**config.mk**
```make
export PLATFORM = sky130hd
export DESIGN_NAME = mem_stage_flat
export DESIGN_NICKNAME = d
export VERILOG_FILES = /design/src/rtl/lc3b_types.sv /design/src/rtl/mem_stage_if.sv /design/src/rtl/mem_stage_reg.sv /design/src/rtl/mem_stage.sv /design/src/flat_wrapper.sv
export SDC_FILE = /design/constraint.sdc
export NUM_CORES = 1
export LEC_CHECK = 0
export ABC_CLOCK_PERIOD_IN_PS = 2310
export CAP_MARGIN = 20
export CORE_ASPECT_RATIO = 1.75
export CORE_UTILIZATION = 40
export DETAILED_ROUTE_END_ITERATION = 10
export GPL_TIMING_DRIVEN = 0
export PLACE_DENSITY = 0.72
export SLEW_MARGIN = 20
export SYNTH_ARGS = -nofsm -noshare
export SYNTH_HDL_FRONTEND = slang
export SYNTH_SLANG_ARGS = --single-unit
export TNS_END_PERCENT = 1
```
**constraint.sdc**
```tcl
create_clock -name clk -period 2.31 [get_ports clk]
set_clock_uncertainty 0.05 [all_clocks]
set_input_delay 0.3465 -clock clk [delete_from_list [all_inputs] [get_ports clk]]
set_output_delay 0.3465 -clock clk [all_outputs]
set_load 0.005 [all_outputs]
```
**src/rtl/lc3b_types.sv**
```systemverilog
// rtl/lc3b_types.sv - LC-3b word/opcode types and opcode classification helpers
package lc3b_types;

    typedef logic [15:0] lc3b_word;

    typedef enum logic [3:0] {
        op_br   = 4'b0000,
        op_add  = 4'b0001,
        op_ldb  = 4'b0010,
        op_stb  = 4'b0011,
        op_jsr  = 4'b0100,
        op_and  = 4'b0101,
        op_ldr  = 4'b0110,
        op_str  = 4'b0111,
        op_rti  = 4'b1000,
        op_not  = 4'b1001,
        op_ldi  = 4'b1010,
        op_sti  = 4'b1011,
        op_jmp  = 4'b1100,
        op_shf  = 4'b1101,
        op_lea  = 4'b1110,
        op_trap = 4'b1111
    } lc3b_opcode;

    localparam logic [1:0] BE_WORD = 2'b11;

    function automatic logic is_mem_op(lc3b_opcode op);
        return op inside {op_ldr, op_ldb, op_ldi, op_str, op_stb, op_sti};
    endfunction

    function automatic logic is_indirect_op(lc3b_opcode op);
        return op inside {op_ldi, op_sti};
    endfunction

    // Only direct stores write on the first access; STI reads its pointer first.
    function automatic logic first_access_writes(lc3b_opcode op);
        return op inside {op_str, op_stb};
    endfunction

    function automatic lc3b_word byte_load(lc3b_word rdata, logic high_byte);
        logic [7:0] b;
        b = high_byte ? rdata[15:8] : rdata[7:0];
        return {{8{b[7]}}, b};
    endfunction

endpackage

```
**src/rtl/mem_stage_if.sv**
```systemverilog
// rtl/mem_stage_if.sv - data-memory request/response bus between MEM stage and memory
interface mem_stage_if;
    import lc3b_types::*;

    lc3b_word   dmem_address;
    lc3b_word   dmem_wdata;
    logic       dmem_read;
    logic       dmem_write;
    logic [1:0] dmem_byte_enable;
    lc3b_word   dmem_rdata;
    logic       dmem_resp;

    modport master (
        output dmem_address, dmem_wdata, dmem_read, dmem_write, dmem_byte_enable,
        input  dmem_rdata, dmem_resp
    );

    modport slave (
        input  dmem_address, dmem_wdata, dmem_read, dmem_write, dmem_byte_enable,
        output dmem_rdata, dmem_resp
    );
endinterface

```
**src/rtl/mem_stage_reg.sv**
```systemverilog
// rtl/mem_stage_reg.sv - parameterised load-enable register with synchronous clear
module mem_stage_reg #(
    parameter int WIDTH = 16
) (
    input  logic             clk,
    input  logic             reset,
    input  logic             load,
    input  logic [WIDTH-1:0] din,
    output logic [WIDTH-1:0] dout
);
    always_ff @(posedge clk) begin
        if (reset) begin
            dout <= '0;
        end else if (load) begin
            dout <= din;
        end
    end
endmodule

```
**src/rtl/mem_stage.sv**
```systemverilog
// rtl/mem_stage.sv - LC-3b MEM stage: sequences direct, byte and indirect data-memory accesses
module mem_stage
    import lc3b_types::*;
(
    input  logic        clk,
    input  logic        reset,
    input  logic        ex_valid,
    input  lc3b_opcode  ex_opcode,
    input  lc3b_word    ex_address,
    input  lc3b_word    ex_store_data,
    mem_stage_if.master dmem,
    output lc3b_word    mem_rdata,
    output logic        mem_stall
);
    typedef enum logic [1:0] {IDLE, ACCESS, INDIRECT, DONE} state_t;

    state_t     state;
    lc3b_opcode op_q;
    lc3b_word   addr_q;
    lc3b_word   wdata_q;
    logic [1:0] be_q;
    logic       read_q;
    logic       write_q;
    lc3b_word   pointer;

    logic     start;
    logic     is_byte_op;
    logic     ptr_load;
    logic     result_load;
    lc3b_word result_value;

    assign start      = ex_valid && is_mem_op(ex_opcode);
    assign is_byte_op = (ex_opcode == op_ldb) || (ex_opcode == op_stb);

    assign ptr_load    = (state == ACCESS) && dmem.dmem_resp && is_indirect_op(op_q);
    assign result_load = dmem.dmem_resp &&
                         (((state == ACCESS) && ((op_q == op_ldr) || (op_q == op_ldb))) ||
                          ((state == INDIRECT) && (op_q == op_ldi)));
    assign result_value = (op_q == op_ldb) ? byte_load(dmem.dmem_rdata, addr_q[0])
                                           : dmem.dmem_rdata;

    mem_stage_reg #(.WIDTH(16)) u_pointer (
        .clk   (clk),
        .reset (reset),
        .load  (ptr_load),
        .din   (dmem.dmem_rdata),
        .dout  (pointer)
    );

    mem_stage_reg #(.WIDTH(16)) u_mem_rdata (
        .clk   (clk),
        .reset (reset),
        .load  (result_load),
        .din   (result_value),
        .dout  (mem_rdata)
    );

    // Request qualifiers are registered on state entry so they stay constant until dmem_resp.
    always_ff @(posedge clk) begin
        if (reset) begin
            state   <= IDLE;
            op_q    <= op_br;
            addr_q  <= '0;
            wdata_q <= '0;
            be_q    <= '0;
            read_q  <= 1'b0;
            write_q <= 1'b0;
        end else begin
            case (state)
                IDLE: begin
                    if (start) begin
                        state   <= ACCESS;
                        op_q    <= ex_opcode;
                        addr_q  <= ex_address & (is_byte_op ? 16'hFFFF : 16'hFFFE);
                        wdata_q <= (ex_opcode == op_stb) ? {2{ex_store_data[7:0]}}
                                                         : ex_store_data;
                        if (ex_opcode == op_stb) begin
                            be_q <= ex_address[0] ? 2'b10 : 2'b01;
                        end else begin
                            be_q <= BE_WORD;
                        end
                        read_q  <= !first_access_writes(ex_opcode);
                        write_q <= first_access_writes(ex_opcode);
                    end
                end
                ACCESS: begin
                    if (dmem.dmem_resp) begin
                        if (is_indirect_op(op_q)) begin
                            state   <= INDIRECT;
                            be_q    <= BE_WORD;
                            read_q  <= (op_q == op_ldi);
                            write_q <= (op_q == op_sti);
                        end else begin
                            state   <= DONE;
                            read_q  <= 1'b0;
                            write_q <= 1'b0;
                        end
                    end
                end
                INDIRECT: begin
                    if (dmem.dmem_resp) begin
                        state   <= DONE;
                        read_q  <= 1'b0;
                        write_q <= 1'b0;
                    end
                end
                DONE: begin
                    state <= IDLE;
                end
                default: begin
                    state <= IDLE;
                end
            endcase
        end
    end

    assign dmem.dmem_address     = (state == INDIRECT) ? (pointer & 16'hFFFE) : addr_q;
    assign dmem.dmem_wdata       = wdata_q;
    assign dmem.dmem_byte_enable = be_q;
    assign dmem.dmem_read        = read_q && !reset;
    assign dmem.dmem_write       = write_q && !reset;

    // IDLE stalls combinationally so upstream holds the instruction while the access starts.
    assign mem_stall = !reset && ((state == ACCESS) || (state == INDIRECT) ||
                                  ((state == IDLE) && start));

endmodule

```
**src/flat_wrapper.sv**
```systemverilog
// flat-port wrapper written by rule: the top's interface ports become plain ports
module mem_stage_flat import lc3b_types::*;
  (clk, reset, ex_valid, ex_opcode, ex_address, ex_store_data, mem_rdata, mem_stall, dmem_dmem_address, dmem_dmem_wdata, dmem_dmem_read, dmem_dmem_write, dmem_dmem_byte_enable, dmem_dmem_rdata, dmem_dmem_resp);
  mem_stage_if dmem_i ();
  input  logic clk;
  input  logic reset;
  input  logic ex_valid;
  input  lc3b_opcode ex_opcode;
  input  lc3b_word ex_address;
  input  lc3b_word ex_store_data;
  output lc3b_word mem_rdata;
  output logic mem_stall;
  output wire logic [$bits(dmem_i.dmem_address)-1:0] dmem_dmem_address;
  output wire logic [$bits(dmem_i.dmem_wdata)-1:0] dmem_dmem_wdata;
  output wire logic [$bits(dmem_i.dmem_read)-1:0] dmem_dmem_read;
  output wire logic [$bits(dmem_i.dmem_write)-1:0] dmem_dmem_write;
  output wire logic [$bits(dmem_i.dmem_byte_enable)-1:0] dmem_dmem_byte_enable;
  input wire logic [$bits(dmem_i.dmem_rdata)-1:0] dmem_dmem_rdata;
  input wire logic [$bits(dmem_i.dmem_resp)-1:0] dmem_dmem_resp;
  assign dmem_dmem_address = dmem_i.dmem_address;
  assign dmem_dmem_wdata = dmem_i.dmem_wdata;
  assign dmem_dmem_read = dmem_i.dmem_read;
  assign dmem_dmem_write = dmem_i.dmem_write;
  assign dmem_dmem_byte_enable = dmem_i.dmem_byte_enable;
  assign dmem_i.dmem_rdata = dmem_dmem_rdata;
  assign dmem_i.dmem_resp = dmem_dmem_resp;
  mem_stage u_core (.clk(clk), .reset(reset), .ex_valid(ex_valid), .ex_opcode(ex_opcode), .ex_address(ex_address), .ex_store_data(ex_store_data), .dmem(dmem_i), .mem_rdata(mem_rdata), .mem_stall(mem_stall));
endmodule
```
# After elaboration in Yosys (flattened, before gate mapping)

Cells that the tools add are included.

Memories: 0
Word-level logic and storage cells: 79
RAM bits: 0
ROM bits: 0
Bits of input ports: 56
Output and inout port bits: 53
Bits in registers: 74
Bits in latches: 0

Bitwise operators: 1
Multiplexer cells: 25
Reduce and logical (&&, ||, !) cells: 27
Add/subtract/negate cells: 0
Order comparisons: 0
Divide/modulo/power cells: 0
Multiply operators: 0
Shifts and indexed selects: 0
Eq/ne operators: 17

Operators with widths:

| kind                                          | count |
|---|---|
| 2-to-1 mux 16 bit                             | 3 |
| AND 16 bit                                    | 1 |
| == test 4 bit, second input constant          | 4 |
| 2-to-1 mux 2 bit                              | 8 |
| == test 4 x 2 -> 1 bit, second input constant | 3 |
| == test 4 x 3 -> 1 bit, second input constant | 3 |
| logical AND 1 bit                             | 10 |
| 2-to-1 mux 1 bit                              | 9 |
| 2-to-1 mux 8 bit                              | 1 |
| one-hot mux 2 bit (4 select lines)            | 1 |
| AND reduction 4 bit                           | 2 |
| != test 2 bit, second input constant          | 3 |
| one-hot mux 1 bit (3 select lines)            | 2 |
| nonzero test 2 bit                            | 3 |
| nonzero test 6 bit                            | 1 |
| logical OR 1 bit                              | 5 |
| == test 2 bit, second input constant          | 2 |
| one-hot mux 2 bit (2 select lines)            | 1 |
| AND reduction 3 bit                           | 1 |
| nonzero test 3 bit                            | 1 |
| == test 2 x 1 -> 1 bit, second input constant | 1 |
| logical NOT 1 bit                             | 2 |
| logical NOT 2 bit                             | 1 |
| != test 2 x 1 -> 1 bit, second input constant | 1 |
| AND reduction 2 bit                           | 1 |

# Logic depth before layout (Yosys ltp)

Depth after elaboration: 6
Gate-level depth with buffers: 8
Gate-level depth less buffers: 6

# By module

Synthesis repeated with hierarchy kept, for this count alone.

Cells, all modules: 363
Area total of the unflattened synthesis: 3325.7 um^2

Modules (own cells, without submodules):

| module        | times used | area an instance (um^2) | cells each |
|---|---|---|---|
| mem_stage     | 1          | 2164.6                  | 259 |
| mem_stage_reg | 2          | 580.6                   | 52 |

# Worst setup path after synthesis

Ideal clock, no wire load.

Path type: flip-flop to output port
From: register u_core.state[0]
To: output port mem_stall
Arrival time: 1.492 ns
Slack: 0.422 ns
Required time: 1.914 ns
Stages on the path, launching flop included: 8
Cells stage by stage: dfxtp_1 inv_1 ha_1 and4_1 clkbuf_1 clkbuf_1 nor2_1 nor2_1

Word-level cells in the longest chain between the ends: 4
Elaborated cells on any way between the ends: 7
Those cells by class: eq/ne: 2; reduce/logical: 5

Ends and longest elaborated chain:

| element                                                      | line                               | RTL |
|---|---|---|
| start, declared                                              | mem_stage.sv:17                    | `state_t state;` |
| start signal, assigned                                       | mem_stage.sv:61                    | `state <= IDLE;` |
| start signal, assigned                                       | mem_stage.sv:72                    | `state <= ACCESS;` |
| start signal, assigned                                       | mem_stage.sv:89                    | `state <= INDIRECT;` |
| == test 2 x 1 -> 1 bit, or another cell as far along         | mem_stage.sv:124                   | `assign mem_stall = !reset && ((state == ACCESS) \|\| (state == INDIRECT) \|\|` |
| logical OR 1 bit / logical AND 1 bit (equally long branches) | mem_stage.sv:124, mem_stage.sv:125 |  |
| logical OR 1 bit *                                           | mem_stage.sv:124                   |  |
| logical AND 1 bit *                                          | mem_stage.sv:124                   |  |
| end, declared                                                | flat_wrapper.sv:12                 | `output logic mem_stall;` |

Mark *: on every way between the ends. The rest lies on a longest branch, timed or not.

# Final worst setup path

From: register u_core.state[1]
To: output port mem_stall

The elaborated chain is that of the path after synthesis.

==> results.rst <==
.. list-table::
   :header-rows: 1

   * - Metric
     - Value
   * - Number of port buffers
     - approximately 110
   * - Most used standard cell by instance count after synthesis
     - nand2_1
   * - Most prevalent standard cell on the critical path
     - nor2_1
   * - Leakage component of the power
     - 0.00186 uW
   * - Switching part of the total
     - 0.280
   * - Antenna violations before repair
     - 0
   * - Unrepaired setup endpoints after global routing
     - true
   * - Register-to-Register Path Depth
     - 8
   * - Later-pin clock latency in the skew report
     - between 0.3 and 0.4 ns
   * - Via count of the routed design
     - 3,044
   * - DP Wirelength
     - just under 7000 microns
   * - Placeable core region
     - 0.00767 sq mm
   * - Hold path start
     - u_core.addr_q[9]
   * - Final number of hold-violating endpoints
     - 0
   * - Count of hold-fix buffers inserted at cts
     - 0
   * - Top cells by count, synth
     - nand2_1 (94), dfxtp_1 (73), a21oi_1 (48)
   * - Final net count
     - 555
   * - Largest stage delay, worst path
     - 0.34 ns
   * - Clock Tree Root
     - clkbuf_16
   * - Cell Chain, Critical Path
     - inv_1, ha_2, and4_4, clkbuf_8, nor2_1, nor2_1, dlygate4sd2_1
   * - Total Routing Usage GR
     - 0.223
   * - Power density over the cells
     - 877 mW/mm^2
   * - Share of Yosys cell area claimed by the top area cell type
     - 0.456
   * - Clock tree from TritonCTS
     - yes
   * - CTS clock-pin slew for the worst setup and hold paths
     - approximately 0.06 ns
   * - Pin slew with the least headroom to its limit
     - 0.736 ns
   * - Min Clock Period, post-route
     - 2.26 ns
   * - Number of vias per cell after detailed routing
     - 5.19
   * - Clock Sink Count
     - 73
   * - Number of remaining DRC errors
     - 0
   * - Row cnt
     - 42
   * - Fraction of layout cells with a size suffix above 1
     - 0.114
   * - Startpoint type of the worst setup path
     - flip-flop
   * - Kind of critical path
     - flip-flop to output pin
   * - Y dimension of the die
     - 120 microns
   * - Post-route setup TNS
     - 0 ns
   * - Maximum number of pins on one net before global-route repair
     - 13
   * - Worst-case vdd ir drop
     - 524 uV
   * - Via count of the first global-routing pass
     - around 2.9k
   * - Period utilization
     - 0.976
   * - Antenna diode count
     - 0
   * - Clock power share
     - 0.382
   * - Setup slack, reg-to-reg
     - 0.16 ns
   * - Number of cells traversed by the worst hold path
     - 2
   * - Effective utilization at floorplan
     - 0.417
   * - Count of routing violations after the opening detailed-route iteration
     - 118
   * - Reg2reg end
     - u_core.u_pointer.dout[11]
   * - Worst flop-to-flop path startpoint
     - u_core.state[1]
   * - Library cells used by synthesis
     - 40
   * - Type of element capturing the critical path
     - output pin
   * - Number of buffers created by CTS
     - 9
   * - Router iterations before antenna repair
     - 4
   * - Status
     - completed
   * - Layout overhead on the synthesized area
     - 48.7%
   * - Count of warnings emitted by yosys
     - 0
   * - Worst-case setup slack after placement
     - -0.702 ns
   * - Max-slew headroom at the worst pin
     - 0.509
   * - Maximum level of the CTS H-tree
     - 3
   * - Final setup violation count
     - 0
   * - Total internal power
     - 3010 uW
   * - Wire length of the first global-routing pass
     - ~14,000 microns
   * - Most area-consuming cells after synthesis
     - dfxtp_1 (46%), nand2_1 (11%), a21oi_1 (7.5%)
   * - CP required
     - ~1.9 ns
   * - Worst hold path endpoint
     - u_core.addr_q[9]
   * - Syn_area_per_cell
     - roughly 8.5 sq um
   * - Share of total power in combinational logic
     - 0.265
   * - Count of pins over their slew limit
     - 0
   * - Post-synth EDFFs
     - 0
   * - Average wire per cell in the routed design
     - 15.5 microns
   * - Die width
     - slightly below 70 microns
   * - Sequential share of the synthesized area
     - 0.456
   * - Worst hold-check path type
     - flip-flop to flip-flop
   * - Detailed-route wire length
     - roughly 9000 microns
   * - Main flop type after synthesis
     - dfxtp_1
   * - Syn Nets
     - between 400 and 500
   * - Number of top-level pins
     - roughly 110
   * - Die area
     - around 0.0084 sq mm
   * - Total congestion overflow after global routing
     - 0
   * - Post-Syn Area
     - 0.00320 sq mm
   * - Sequential share of power
     - 0.353
   * - Net Switching
     - 1170 uW
   * - Achievable Freq
     - 443 MHz
   * - Arrival @ worst endpoint
     - 1.86 ns
   * - Number of storage elements in the synthesis netlist
     - 73
   * - Share of async-settable or async-resettable flops after synthesis
     - 0
   * - Worst-case clock buffer depth
     - 2
   * - Final estimated routing congestion in global placement
     - 0.775
   * - Synth Instances
     - 376
   * - Slowest library cell on the worst path
     - dfxtp_1
   * - Max cap viols
     - 0
   * - Library cell with the largest summed area after synthesis
     - dfxtp_1
   * - Maximum fanout along the worst path
     - 10
   * - Worst Slack Setup Final
     - 0.0544 ns
   * - Antenna Violating Nets Remaining
     - 0
-- power groups by stage --
stage / Clock, uW / Combinational [uW] / Sequential, uW
5_1_grt: 1660 / 1210 / 1490
2_1_floorplan: 0 / 608 / 1480
3_3_place_gp: 0 / 1060 / 1490
6_report: 1600 / 1110 / 1470
4_1_cts: 1610 / 1110 / 1470
3_5_place_dp: 0 / 1080 / 1490
-- layout make-up --
cell class              instances  area (sq um)
plain buffers                  24           140
inverters                       5          18.8
well taps                      88           110
multi-input cells             273          1610
clock buffers                  11           233
fillers                       701          2910
flip-flops and latches         73          1460
clock inverters                 5           104
repair buffers                108          1080
-- cells by family (layout without fill, tap and decap cells) --
logic type,after synthesis,after routing,synth area share
adders and majority gates,5,5,0.0195
DFF,73,73,0.456
and+or+nand+nor,152,152,0.206
muxes,31,31,0.103
buffers and inverters,30,153,0.0422
AOI/OAI and AO/OA,85,85,0.174
-- layer usage --
layer / track usage / vias up / share of wire / wire, microns
li1: - / 1528 / - / -
met4: 0.129 / 0 / 0.029 / 262
met1: 0.237 / 1408 / 0.40 / 3620
met3: 0.0433 / 17 / 0.047 / 429
met5: 0 / - / 0 / 0
met2: 0.404 / 91 / 0.52 / 4760
-- layout by cell type (no fill, tap or decap), types with 6 or more instances in the layout --
| cell type | instances |
|---|---|
| a211oi_1 | 16 |
| nor2_1 | 30 |
| dlymetal6s2s_1 | 6 |
| a211oi_2 | 9 |
| mux2i_1 | 16 |
| clkdlybuf4s50_1 | 91 |
| clkbuf_1 | 18 |
| mux2_2 | 15 |
| dlygate4sd2_1 | 10 |
| clkbuf_16 | 9 |
| dfxtp_1 | 72 |
| a21oi_1 | 48 |
| nand2_1 | 94 |
-- metrics by stage --
step	total power [uW]	hold slack, ns	util	std cells	area (sq um)
4_1_cts	4190	0.403	0.618	587	4740
5_1_grt	4360	0.424	0.621	587	4760
3_5_place_dp	2570	0.395	0.571	571	4380
6_report	4180	0.400	0.621	587	4760
2_1_floorplan	2090	0.383	-	376	3200
3_3_place_gp	2550	0.390	0.571	571	4380
-- worst max path at each step --
stage | startpoint | endpoint | slack (ns)
2_1_floorplan | u_core.state[0] | mem_stall | 0.42
3_3_place_gp | ex_opcode[2] | mem_stall | -0.69
3_5_place_dp | ex_opcode[2] | mem_stall | -0.70
4_1_cts | u_core.state[0] | dmem_dmem_address[5] | 0.03
5_1_grt | u_core.state[1] | mem_stall | -0.02
6_report | u_core.state[1] | mem_stall | 0.05
-- critical path: cells and delay by family (launching register included) --
kind,cells,cell delay (ns)
buffers and inverters,3,0.57
adder cells (fa/ha/maj),1,0.24
AND/OR/NAND/NOR,3,0.38
flip-flops,1,0.34
-- timing repair --
item,4_1_cts,5_1_grt
resized for setup,24,7
buffers inserted,1,0
setup endpoints to repair,17,8
hold endpoints to repair,0,0
pin swaps,0,0
-- state kept, by name, indices dropped and copies added, names as in the netlist --
signal,cells
u_core.addr_q,16
u_core.dmem.dmem_byte_enable,2
u_core.dmem.dmem_wdata,16
u_core.op_q,4
u_core.read_q,1
u_core.state,2
u_core.u_mem_rdata.dout,16
u_core.u_pointer.dout,15
u_core.write_q,1
(Power assumes the default switching activity.)
